===== src/rtl/uart_tx_arbiter.sv =====
// Round-robin arbiter sharing one UART transmitter byte engine between NUM_REQ sources.
// Sequences load/transfer then byte_ready, and holds off new issues for the frame occupancy.
module uart_tx_arbiter #(
    parameter int unsigned NUM_REQ      = 4,
    parameter int unsigned TX_OCCUPANCY = 12
) (
    input  logic                       clk,
    input  logic                       rst,
    input  logic                       en,
    input  logic [NUM_REQ-1:0]         req_valid,
    input  logic [8*NUM_REQ-1:0]       req_data,
    output logic [NUM_REQ-1:0]         req_ack,
    output logic [7:0]                 tx_data_in,
    output logic                       tx_load_data_reg,
    output logic                       tx_transfer_byte,
    output logic                       tx_byte_ready,
    output logic                       busy,
    output logic [$clog2(NUM_REQ)-1:0] owner,
    output logic                       done
);

    localparam int unsigned IW = $clog2(NUM_REQ);
    localparam int unsigned CW = 8;
    localparam logic [CW-1:0] WAIT_INIT = CW'(TX_OCCUPANCY - 4);
    localparam logic [IW-1:0] LAST_IDX  = IW'(NUM_REQ - 1);

    typedef enum logic [1:0] {
        ARB   = 2'd0,
        ISSUE = 2'd1,
        ARM   = 2'd2,
        WAIT  = 2'd3
    } state_t;

    state_t          state;
    logic [IW-1:0]   rr_ptr;
    logic [CW-1:0]   wait_cnt;

    logic            grant_found;
    logic [IW-1:0]   grant_idx;
    logic [7:0]      grant_data;
    logic [IW-1:0]   next_ptr;

    // First valid requester scanning upward from rr_ptr, wrapping at NUM_REQ.
    always_comb begin
        int unsigned k;
        k           = 0;
        grant_found = 1'b0;
        grant_idx   = '0;
        for (int unsigned i = 0; i < NUM_REQ; i++) begin
            k = 32'(rr_ptr) + i;
            if (k >= NUM_REQ) begin
                k = k - NUM_REQ;
            end
            if (!grant_found && req_valid[IW'(k)]) begin
                grant_found = 1'b1;
                grant_idx   = IW'(k);
            end
        end
    end

    // Byte of the winning requester.
    always_comb begin
        grant_data = '0;
        for (int unsigned i = 0; i < NUM_REQ; i++) begin
            if (grant_idx == IW'(i)) begin
                grant_data = req_data[8*i +: 8];
            end
        end
    end

    assign next_ptr = (grant_idx == LAST_IDX) ? '0 : grant_idx + IW'(1);

    // Arbitration/sequencing FSM; every strobe is a registered one-cycle pulse.
    always_ff @(posedge clk or negedge rst) begin
        if (!rst) begin
            state            <= ARB;
            rr_ptr           <= '0;
            wait_cnt         <= '0;
            req_ack          <= '0;
            tx_data_in       <= '0;
            tx_load_data_reg <= 1'b0;
            tx_transfer_byte <= 1'b0;
            tx_byte_ready    <= 1'b0;
            busy             <= 1'b0;
            owner            <= '0;
            done             <= 1'b0;
        end else begin
            req_ack          <= '0;
            tx_load_data_reg <= 1'b0;
            tx_transfer_byte <= 1'b0;
            tx_byte_ready    <= 1'b0;
            done             <= 1'b0;
            case (state)
                ARB: begin
                    if (en && grant_found) begin
                        tx_data_in       <= grant_data;
                        owner            <= grant_idx;
                        rr_ptr           <= next_ptr;
                        req_ack          <= NUM_REQ'(1) << grant_idx;
                        tx_load_data_reg <= 1'b1;
                        tx_transfer_byte <= 1'b1;
                        busy             <= 1'b1;
                        state            <= ISSUE;
                    end
                end
                ISSUE: begin
                    tx_byte_ready <= 1'b1;
                    state         <= ARM;
                end
                ARM: begin
                    wait_cnt <= WAIT_INIT;
                    state    <= WAIT;
                end
                WAIT: begin
                    if (wait_cnt != '0) begin
                        wait_cnt <= wait_cnt - CW'(1);
                    end else begin
                        busy  <= 1'b0;
                        done  <= 1'b1;
                        state <= ARB;
                    end
                end
                default: state <= ARB;
            endcase
        end
    end

endmodule


===== config.mk =====
export PLATFORM = sky130hd
export DESIGN_NAME = uart_tx_arbiter
export DESIGN_NICKNAME = d
export VERILOG_FILES = /design/src/rtl/uart_tx_arbiter.sv
export SDC_FILE = /design/constraint.sdc
export NUM_CORES = 1
export LEC_CHECK = 0
export ABC_CLOCK_PERIOD_IN_PS = 6700
export BUFFER_PORTS_ARGS = -buffer_cell sky130_fd_sc_hd__buf_2
export CELL_PAD_IN_SITES_DETAIL_PLACEMENT = 0
export CELL_PAD_IN_SITES_GLOBAL_PLACEMENT = 2
export CORE_ASPECT_RATIO = 0.8
export CORE_UTILIZATION = 31
export DETAILED_ROUTE_END_ITERATION = 8
export PLACE_DENSITY = 0.85
export SYNTH_ARGS = -nofsm -noshare
export SYNTH_HDL_FRONTEND = slang
export SYNTH_SLANG_ARGS = --single-unit
export TNS_END_PERCENT = 30

===== constraint.sdc =====
create_clock -name clk -period 6.7 [get_ports clk]
set_clock_uncertainty 0.2 [all_clocks]
set_input_delay 0.335 -clock clk [delete_from_list [all_inputs] [get_ports clk]]
set_output_delay 0.335 -clock clk [all_outputs]
set_load 0.01 [all_outputs]

### Word level (Yosys, flattened, before mapping)

Index checks and enable logic that the tools add are counted.

* flip-flop bits (word level): 30
* latch bits: 0
* memory bits (writable): 0
* bits in read-only memories: 0
* output and inout port bits: 19
* word-level logic and storage cells: 93
* memories: 0

* $add $sub $neg: 9
* multipliers: 0
* divide/modulo/power cells: 0
* $lt $le $gt $ge: 8
* equal/unequal tests: 9
* shift operators: 1
* muxes and demuxes: 40
* bitwise operators: 0
* reduce and logical (&&, ||, !) cells: 16

Operators with widths (count)
* two-way mux 8 bit: 5
* two-way mux 2 bit: 11
* case mux 8 bit (2 select lines): 1
* two-way mux 1 bit: 15
* less-than comparator 2 x 3 -> 1 bit, second input constant: 4
* >= comparator 3 bit, second input constant: 3
* binary-select mux 1 bit (select 2 bit): 4
* == test 2 bit, second input constant: 4
* two-way mux 4 bit: 2
* case mux 2 bit (4 select lines): 1
* nonzero test 8 bit: 1
* subtractor 2 x 1 -> 2 bit, second input constant: 4
* subtractor 8 x 1 -> 8 bit, second input constant: 1
* adder 2 x 2 -> 3 bit, second input constant: 2
* != test 2 bit, second input constant: 3
* AND reduction 2 bit: 3
* == test 2 x 1 -> 1 bit, second input constant: 2
* logical AND 1 bit: 4
* logical NOT 2 bit: 2
* nonzero test 2 bit: 2
* << shifter 1 x 2 -> 4 bit, first input constant: 1
* adder 2 x 1 -> 3 bit, second input constant: 1
* >= comparator 2 x 3 -> 1 bit, second input constant: 1
* logical NOT 1 bit: 3
* other kinds (3): 3

### Depth between registers and ports, before layout

Gate-level depths: netlist of the first run.

* depth after elaboration: 19
* mapped depth: 11

### Least setup slack after synthesis of the first run

No wires, ideal clock.

* kind: register to register
* start: register rr_ptr[1]
* end: register tx_data_in[4]
* setup time: 0.126 ns
* data arrival time: 2.115 ns
* data required time: 6.374 ns
* path slack: 4.259 ns
* cell stages (with the launch flop): 11
* buffers on the path: 2
* clock period less this slack: 2.441 ns
* path through: dfrtp_1 -> nand2b_1 -> a311oi_1 -> inv_1 -> ha_1 -> clkbuf_1 -> clkbuf_1 -> a21oi_1 -> o21ai_0 -> a22oi_1 -> a21oi_1

* word-level cells in the longest chain between the ends: 19
* elaborated cells between the ends (all ways): 47

Ends and longest elaborated chain
* start, declared: RTL line 35 `logic [IW-1:0] rr_ptr;`
* start signal, assigned: RTL line 98 `rr_ptr <= next_ptr;`
* branches (longest 13 deep; another with adder 2 x 1 -> 3 bit)
* two-way mux 2 bit *: RTL line 54 `if (!grant_found && req_valid[IW'(k)]) begin`
* via grant_idx[0]: RTL line 39 `logic [IW-1:0] grant_idx;`
* logical NOT 2 bit: RTL line 65 `if (grant_idx == IW'(i)) begin`
* two-way mux 8 bit (3 in a row): RTL line 65
* two-way mux 8 bit *: RTL line 65
* end signal, assigned: RTL line 96 `tx_data_in <= grant_data;`
* end, declared: RTL line 13 `output logic [7:0] tx_data_in,`

Mark *: on every way through the listed nets, which the timed path passes. The select of a mux whose other input is x is not followed.
A chain may end at the register's enable or synchronous reset.

### Final worst setup path of the first run

* start: register rr_ptr[1]
* end: register tx_data_in[2]

The elaborated chain is that of the path after synthesis.

==> impl_metrics.json, run 1 <==
{
  "leakage_uw": 0.00105,
  "syn-num-nets": 244,
  "synthArstFlopShare_pct": 100,
  "p_clk_share_pct": 16.1,
  "synth-main-ff-cell": "dfrtp_1",
  "ys_ff_latch": 30,
  "crit_path_end_kind": "flop",
  "cap_violations": 0,
  "drtIter0Drc": 63,
  "die_x_um": 86.0,
  "synth_most_common_cell": "a21oi_1",
  "vias_per_cell": 4.58,
  "synth_top_area_share_pct": 42.9,
  "layout.nets": 297,
  "post_cts_buffers": 0,
  "die_area_um2": 5950,
  "postRouteAntennaNets": 0,
  "finalSetupTns_ps": 0,
  "synth_edf_count": 0,
  "portBuffers": 57,
  "finalInstanceArea_um2": 2170,
  "seq_area_um2": 751,
  "grt_overflow": 0,
  "fp.dieH_um": 69.2,
  "syn_area_um2": 1750,
  "combPwrFrac_pct": 48.3,
  "post-route-util_pct": 40.0,
  "drc": 1,
  "final_hold_viol_count": 0,
  "cts_tree": "built",
  "worst_slack_ps": 3970,
  "setup_violations": 0,
  "cp.required_ps": 6620,
  "maxSlewViolCount": 0,
  "swShare_pct": 42.4,
  "vias": 1487,
  "grt_first_pass_wirelength_mm": 6.67,
  "cp_max_fo": 17,
  "grt_pass1_vias": 1427,
  "grt_usage_pct": 14.4,
  "startpoint_type": "flop",
  "path_clk_slew_ps": 60,
  "ff2ff_path_depth": 8,
  "maxSlewHeadroom_pct": 38.3,
  "start_util_pct": 32.2,
  "ys_warn_count": 0,
  "status": "complete, but fails checks",
  "violations": "design-rule violations",
  "htree_levels": 2,
  "yosysUniqueCellTypes": 39,
  "fin_crit_ps": 2730,
  "dp_hpwl_mm": 2.96,
  "ys_seq_area_share_pct": 42.9,
  "hold_path_depth": 3,
  "drt-pass1-iter-count": 6,
  "rows": 24,
  "grt_antenna_before_repair": 0,
  "drive_above_1_share_pct": 27.9,
  "path_class": "reg -> reg",
  "num_io_pins": 58,
  "r2r_start": "rr_ptr[1]",
  "yosys.area.top_type": "dfrtp_1",
  "multi_input_area_um2": 876,
  "diodes": 0,
  "grt_max_degree": 31,
  "clock_latency_ps": 280,
  "clockBufferDepth": 2,
  "synth_cells": 195,
  "dp_slack_ps": 3990,
  "synth_common_cells": "a21oi_1 (32), dfrtp_1 (30), inv_1 (19), nor2_1 (19), nand2_1 (16)",
  "p_per_area_nw_per_um2": 414,
  "period_share_pct": 40.8,
  "p_seq_share_pct": 35.6,
  "worst_pin_slew_ps": 925,
  "synthTopCellsByArea": "dfrtp_1 (43%), a21oi_1 (9.2%), ha_1 (7.2%), inv_1 (4.1%), nor2_1 (4.1%)",
  "cts_root_buf": "clkbuf_8",
  "startpoint": "rr_ptr[1]",
  "min-delay-start": "req_data[24]",
  "core_um2": 5440,
  "hold_path_class": "in -> reg",
  "holdWs_ps": 179,
  "p_int_uw": 518,
  "drt_wl_total_mm": 4.06,
  "p_sw_uw": 381,
  "placed_cell_area_um2": 2080,
  "rsz0062_at_grt": "false",
  "cts-resized-gates": 0,
  "fmax_ghz": 0.366,
  "cts.sinks": 30,
  "cp.arrival_ps": 2650,
  "ir_drop_uv": 165,
  "syn2layout_area_growth_pct": 24.2,
  "cts_buffers": 5,
  "routedWlPerCell_um": 12.5,
  "fillCellCount": 555,
  "avgSynthCellArea_um2": 8.97,
  "gp_congestion": 0.737
}
## worst max-delay path: stages (launching register included)
cell and delay (ps):
dfrtp_1 420, nand2b_1 180, a311oi_1 610, inv_1 150, ha_1 460, a21oi_1 190
o21ai_0 100, a22oi_1 190, a21oi_1 90
## layout by cell type, fill, tap and decap left out, types with 3 or more instances in the layout
master and instances:
nand2_1 16, mux2_1 4, clkbuf_8 6, a22oi_1 8, a21oi_1 32, ha_1 10, nand2b_1 3, inv_1 19
buf_2 57, and2_1 5, nor2_1 19, o21ai_0 10, dfrtp_1 30
## stage by stage
| step | cells | total power [uW] |
|---|---|---|
| after floorplan | 195 | 631 |
| after global placement | 318 | 756 |
| after detailed placement | 318 | 759 |
| after CTS | 325 | 907 |
| after global routing | 325 | 984 |
| final | 325 | 900 |
## area by class of cell
class | instances | area share [%]
clock buffer | 6 | 3.80
inverter | 19 | 3.28
multi-input combinational | 134 | 40.3
sequential | 30 | 34.5
tap | 78 | 4.49
timing repair buffer | 58 | 13.6
## worst paths after layout
path	slack, ps	to
min in group asynchronous	440	done
worst min register to register	290	owner[1]
max in group asynchronous	5420	rr_ptr[1]
worst max-delay path	3970	tx_data_in[2]
worst max register to register	3970	tx_data_in[2]
worst min-delay path	180	tx_data_in[0]
## per-layer routing
layer / up-vias / GRT usage, % / share of wire [%]
met5: - / 0 / 0
met4: 0 / 6.30 / 1.3
met3: 6 / 3.33 / 3.8
met2: 34 / 21.5 / 45
met1: 671 / 19.8 / 50
li1: 776 / - / -
## flip-flops by register name, indices dropped and copies added, names as in the netlist
register	count
busy	1
tx_transfer_byte	1
req_ack	4
rr_ptr	2
tx_byte_ready	1
done	1
tx_data_in	8
wait_cnt	8
state	2
owner	2
## timing repair
item / 4_1_cts / 5_1_grt
hold endpoints to repair: 30 / 0
hold buffers: 1 / 0
setup endpoints to repair: 0 / 0
## cell families (layout without fill, tap and decap cells)
group / Yosys count / in the layout / synth area share (%)
compound gates: 65 / 65 / 23.5
simple gates: 52 / 52 / 15.2
buf+inv: 31 / 83 / 7.01
flops: 30 / 30 / 42.9
fa+ha+maj: 10 / 10 / 7.15
mux: 6 / 6 / 3.72
xor+xnor: 1 / 1 / 0.501
## power groups by stage
stage	Clock, uW	Combinational (uW)	Sequential [uW]
after floorplan	0	304	327
after global placement	0	434	322
after detailed placement	0	436	323
after CTS	149	438	321
after global routing	156	496	332
final	145	434	320
Note: power is estimated with default switching activity, not from simulation.
==> inputs of run 2 (changes only) <==
--- a/config.mk
+++ b/config.mk
@@ -5,14 +5,14 @@
 export SDC_FILE = /design/constraint.sdc
 export NUM_CORES = 1
 export LEC_CHECK = 0
-export ABC_CLOCK_PERIOD_IN_PS = 6700
+export ABC_CLOCK_PERIOD_IN_PS = 2600
 export BUFFER_PORTS_ARGS = -buffer_cell sky130_fd_sc_hd__buf_2
 export CELL_PAD_IN_SITES_DETAIL_PLACEMENT = 0
 export CELL_PAD_IN_SITES_GLOBAL_PLACEMENT = 2
 export CORE_ASPECT_RATIO = 0.8
-export CORE_UTILIZATION = 31
+export CORE_UTILIZATION = 29
 export DETAILED_ROUTE_END_ITERATION = 8
-export PLACE_DENSITY = 0.85
+export PLACE_DENSITY = 0.8
 export SYNTH_ARGS = -nofsm -noshare
 export SYNTH_HDL_FRONTEND = slang
 export SYNTH_SLANG_ARGS = --single-unit
==> constraint.sdc (replaced) <==
create_clock -name clk -period 2.6 [get_ports clk]
set_clock_uncertainty 0.2 [all_clocks]
set_input_delay 0.13 -clock clk [delete_from_list [all_inputs] [get_ports clk]]
set_output_delay 0.13 -clock clk [all_outputs]
set_load 0.01 [all_outputs]
==> run 2 against run 1 <==
The run now ends clean. Combinational power grew to 2.6 times the previous value. Critical path depth stayed put. Sequential power grew to 2.6 times the previous value. Largest cell class unchanged.
==> impl_metrics.json, run 2 (same netlist as run 1, synthesis figures left out) <==
{
  "status": "completed",
  "drive_above_1_share_pct": 28.7,
  "final_hold_viol_count": 0,
  "r2r_end": "tx_data_in[0]",
  "r2r_slack_ps": 300,
  "p_per_area_nw_per_um2": 1050,
  "startpoint_type": "flop",
  "fp.dieH_um": 71.5,
  "clock_latency_ps": 280,
  "syn2layout_area_growth_pct": 32.0,
  "cp.required_ps": 2560,
  "whs_endpoint": "tx_data_in[6]",
  "placed_cell_area_um2": 2110,
  "die_x_um": 88.8,
  "start_util_pct": 31.1,
  "cp_cell_sequence": "nand2b_1 -> a311oi_1 -> inv_1 -> ha_1 -> a21oi_1 -> o21ai_0 -> a22oi_1 -> a21oi_1",
  "worst_pin_slew_ps": 667,
  "vias": 1580,
  "p_seq_share_pct": 33.9,
  "cap_violations": 0,
  "startpoint": "rr_ptr[1]",
  "setup_violations": 0,
  "final_cell_mix": "buf_2 (57), a21oi_1 (32), dfrtp_1 (30)",
  "reg_top3": "tx_data_in (8), wait_cnt (8), req_ack (4)",
  "crit_top_cell": "a21oi_1",
  "rsz0062_at_grt": "false",
  "portBuffers": 57,
  "finalInstanceArea_um2": 2310,
  "path_clk_slew_ps": 70,
  "p_clk_share_pct": 18.8,
  "fmax_ghz": 0.434,
  "grt_first_pass_wirelength_mm": 6.75,
  "dp_hpwl_mm": 2.95,
  "maxSlewViolCount": 0,
  "drc": 0,
  "cts_root_buf": "clkbuf_8",
  "grt_pass1_vias": 1438,
  "path_class": "reg -> reg",
  "cts_buffers": 5,
  "fin_crit_ps": 2300,
  "vias_per_cell": 4.66,
  "hold_path_class": "in -> reg",
  "routedWlPerCell_um": 11.9,
  "cts_tree": "built",
  "cp_slowest_cell": "dfrtp_1",
  "cts.sinks": 30,
  "dp_slack_ps": 312,
  "grt_usage_pct": 13.8,
  "maxSlewHeadroom_pct": 55.5,
  "finalSetupTns_ps": 0,
  "cts-resized-gates": 0,
  "die_area_um2": 6350,
  "num_io_pins": 58,
  "clockBufferDepth": 2,
  "p_int_uw": 1440,
  "ff2ff_path_depth": 8,
  "drtIter0Drc": 45,
  "leakage_uw": 0.00112,
  "p_sw_uw": 988,
  "layout_commonest_cell": "buf_2",
  "gp_congestion": 0.766,
  "r2r_start": "rr_ptr[1]",
  "grt_overflow": 0,
  "layout.nets": 309,
  "rows": 24,
  "period_share_pct": 88.6,
  "worst_slack_ps": 296,
  "diodes": 0,
  "crit_path_end_kind": "flop",
  "grt_antenna_before_repair": 0,
  "combPwrFrac_pct": 47.3,
  "drt_wl_total_mm": 4.03,
  "min-delay-start": "en",
  "swShare_pct": 40.7,
  "hold_path_depth": 4,
  "core_um2": 5620,
  "cp.arrival_ps": 2260,
  "grt_max_degree": 31,
  "max_stage_delay_ps": 420,
  "cp_max_fo": 17,
  "drt-pass1-iter-count": 4,
  "ir_drop_uv": 434,
  "htree_levels": 2,
  "postRouteAntennaNets": 0
}
run 2: final cells by class:
| type | count | area (um^2) |
|---|---|---|
| multi-input cells | 134 | 876 |
| fillers | 603 | 3310 |
| repair buffers | 70 | 405 |
| clock buffers | 5 | 68.8 |
| inverters | 19 | 71.3 |
| clock inverters | 3 | 40.0 |
| flip-flops and latches | 30 | 751 |
| well taps | 78 | 97.6 |
run 2: how the worst max path moves through the flow:
stage / end / depth (start not counted)
floorplan: tx_data_in[4] / 10
global placement: tx_data_in[4] / 8
detailed placement: tx_data_in[4] / 7
CTS: tx_data_in[4] / 7
global route: tx_data_in[3] / 9
finish: tx_data_in[0] / 8
run 2: routing by layer:
layer / track usage (%) / vias to the layer above / share of wire [%]
met4: 3.76 / 0 / 0.67
met1: 20.3 / 733 / 50
met2: 20.2 / 34 / 45
met3: 3.46 / 5 / 4.2
met5: 0 / - / 0
li1: - / 808 / -
run 2: critical path, delay by kind of cell (launching register included):
kind            cells  cell delay [ps]
compound gates      5              870
fa+ha+maj           1              420
buf+inv             1              110
flops               1              420
simple gates        1              170
run 2: what timing repair did:
action	4_1_cts	5_1_grt
endpoints found under the setup margin	0	0
endpoints found under the hold margin	38	0
buffers inserted	0	0
hold buffers	9	0
run 2: power groups by stage:
stage                     registers [uW]  clock network [uW]  logic (uW)
after CTS                            824                 472        1170
after detailed placement             830                   0        1150
final                                823                 456        1150
after global routing                 849                 497        1310
after global placement               832                   0        1150
after floorplan                      842                   0         784
run 2: per-stage QoR:
stage          total power (uW)  util, %  hold WS, ps  instances
2_1_floorplan              1630        -         -366        195
3_3_place_gp               1980     37.6         19.2        322
3_5_place_dp               1980     37.6         18.9        322
4_1_cts                    2460     41.1         71.4        339
5_1_grt                    2660     41.1         80.4        339
6_report                   2430     41.1         69.5        339
==> inputs of run 3 (changes only) <==
--- a/config.mk
+++ b/config.mk
@@ -5,12 +5,13 @@
 export SDC_FILE = /design/constraint.sdc
 export NUM_CORES = 1
 export LEC_CHECK = 0
+export ABC_AREA = 1
 export ABC_CLOCK_PERIOD_IN_PS = 2600
 export BUFFER_PORTS_ARGS = -buffer_cell sky130_fd_sc_hd__buf_2
 export CELL_PAD_IN_SITES_DETAIL_PLACEMENT = 0
 export CELL_PAD_IN_SITES_GLOBAL_PLACEMENT = 2
 export CORE_ASPECT_RATIO = 0.8
-export CORE_UTILIZATION = 29
+export CORE_UTILIZATION = 28
 export DETAILED_ROUTE_END_ITERATION = 8
 export PLACE_DENSITY = 0.8
 export SYNTH_ARGS = -nofsm -noshare
==> run 3 against run 2 <==
Non-clock buffer count increased by 16. Hold slack got worse by 48 ps. Routed wire length increased by 28%. Register-to-register slack got worse by 270 ps. Highest routed layer unchanged. Setup slack got worse by 270 ps. Via count increased by 21%. Synthesized cell count increased by 30%. Critical endpoint is now tx_data_in[4]. Area after synthesis increased by 9.2%. Fmax decreased by 10%. Core utilization increased by 3.4 points. Die area increased by 13%. Final cell count increased by 25%.
==> impl_metrics.json, run 3 <==
{
  "synth_top_area_share_pct": 39.3,
  "grt_pass1_vias": 1622,
  "worst_pin_slew_ps": 701,
  "cp.required_ps": 2560,
  "cts_root_buf": "clkbuf_8",
  "status": "completed",
  "syn-num-nets": 302,
  "yosys.area.top_type": "dfrtp_1",
  "rsz0062_at_grt": "true",
  "avgSynthCellArea_um2": 7.55,
  "ys_warn_count": 0,
  "cts.sinks": 30,
  "setup_violations": 0,
  "path_clk_slew_ps": 70,
  "synthTopCellsByArea": "dfrtp_1 (39%), nand2_1 (15%), ha_1 (6.6%), o21ai_0 (6.6%), inv_1 (5.1%)",
  "final_cell_mix": "buf_2 (57), nand2_1 (55), dfrtp_1 (29)",
  "drt-pass1-iter-count": 4,
  "crit_path_end_kind": "flop",
  "fp.dieH_um": 75.9,
  "startpoint": "rr_ptr[0]",
  "yosysUniqueCellTypes": 28,
  "cap_violations": 0,
  "synth-main-ff-cell": "dfrtp_1",
  "synth_common_cells": "nand2_1 (78), dfrtp_1 (30), inv_1 (26)",
  "r2r_slack_ps": 30,
  "synth_most_common_cell": "nand2_1",
  "htree_levels": 2,
  "die_area_um2": 7160,
  "layout_commonest_cell": "buf_2",
  "ys_seq_area_share_pct": 39.3,
  "cts_buffers": 5,
  "grt_first_pass_wirelength_mm": 7.56,
  "startpoint_type": "flop",
  "postRouteAntennaNets": 0,
  "maxSlewViolCount": 0,
  "final_hold_viol_count": 0,
  "grt_usage_pct": 13.7,
  "cp.arrival_ps": 2530,
  "layout.nets": 388,
  "path_class": "reg -> reg",
  "maxSlewHeadroom_pct": 53.3,
  "cp_max_fo": 8,
  "num_io_pins": 58,
  "syn2layout_area_growth_pct": 51.0,
  "syn_area_um2": 1910,
  "synth_edf_count": 0,
  "r2r_start": "rr_ptr[0]",
  "drc": 0,
  "fmax_ghz": 0.389,
  "cts_tree": "built",
  "drtIter0Drc": 49,
  "drt_wl_total_mm": 5.16,
  "grt_overflow": 0,
  "portBuffers": 57,
  "grt_max_degree": 31,
  "period_share_pct": 98.9,
  "routedWlPerCell_um": 12.2,
  "rows": 26,
  "reg_top3": "tx_data_in (8), wait_cnt (8), req_ack (4)",
  "ys_ff_latch": 30,
  "vias": 1914,
  "core_um2": 6470,
  "vias_per_cell": 4.51,
  "min-delay-start": "req_data[17]",
  "finalInstanceArea_um2": 2880,
  "grt_antenna_before_repair": 0,
  "placed_cell_area_um2": 2320,
  "dp_hpwl_mm": 3.56,
  "fin_crit_ps": 2570,
  "start_util_pct": 29.5,
  "clock_latency_ps": 280,
  "hold_path_class": "in -> reg",
  "gp_congestion": 0.759,
  "die_x_um": 94.3,
  "diodes": 0,
  "clockBufferDepth": 2,
  "synth_cells": 253,
  "drive_above_1_share_pct": 46.5,
  "synthArstFlopShare_pct": 100
}
[run 3: final cells by class]
| class | instances | area (um^2) |
|---|---|---|
| well taps | 84 | 105 |
| inverters | 29 | 124 |
| flip-flops and latches | 30 | 752 |
| clock inverters | 1 | 5.00 |
| clock buffers | 7 | 86.3 |
| multi-input cells | 187 | 1250 |
| fillers | 683 | 3590 |
| repair buffers | 86 | 564 |
[run 3: kinds of logic after synthesis]
logic type | synth area share, %
DFF | 39.3
and+or+nand+nor | 27.5
adders and majority gates | 6.55
buffers and inverters | 9.17
xor gates and xnor gates | 1.38
AOI/OAI and AO/OA | 16.1
[run 3: worst paths after layout]
kind                       cells past startpoint            end
setup reg to reg                              17  tx_data_in[4]
hold / removal                                 5  tx_data_in[1]
max in group asynchronous                      2      rr_ptr[1]
hold reg to reg                                2           busy
min in group asynchronous                      2  tx_data_in[0]
setup / recovery                              17  tx_data_in[4]
[run 3: worst max-delay path, stage by stage (launching register included)]
cell and delay (ps):
dfrtp_1 380, buf_6 150, buf_6 130, nand2_4 60, nand3_4 80, nand2_4 70
nor2_4 180, nand4_1 230, nand2_4 170, inv_4 50, ha_4 160, buf_8 130
a21oi_2 110, nand2_2 60, o21ai_2 50, nand2_1 70, o21ai_1 90, o21ai_2 60
[run 3: through the flow]
step | util (%) | hold WS [ps] | setup TNS, ps | worst slack (ps) | instances
2_1_floorplan | - | -366 | 0 | 83.3 | 253
3_3_place_gp | 35.9 | 24.6 | 0 | 40.8 | 397
3_5_place_dp | 35.9 | 39.8 | 0 | 3.45 | 397
4_1_cts | 38.7 | 76.0 | 0 | 25.7 | 414
5_1_grt | 44.5 | 53.9 | -803 | -110 | 424
6_report | 44.5 | 21.2 | 0 | 28.3 | 424
[run 3: layer usage]
metal | wire, um | track usage, % | vias to the layer above
met5 | 0 | 0 | -
met2 | 2550 | 20.4 | 24
li1 | - | - | 990
met4 | 36 | 3.08 | 0
met3 | 151 | 3.29 | 6
met1 | 2420 | 20.1 | 894
[run 3: what timing repair did]
| action | in CTS | in global routing |
|---|---|---|
| setup buffers | 0 | 10 |
| setup endpoints to repair | 2 | 8 |
| gates resized for setup | 2 | 98 |
| hold buffers | 9 | 0 |
| endpoints found under the hold margin | 38 | 0 |
| pin swaps | 0 | 34 |
Power of run 3 is left out: the tool's default activity adds up to more than one toggle a clock period on the data nets, which glitch-free logic cannot reach.
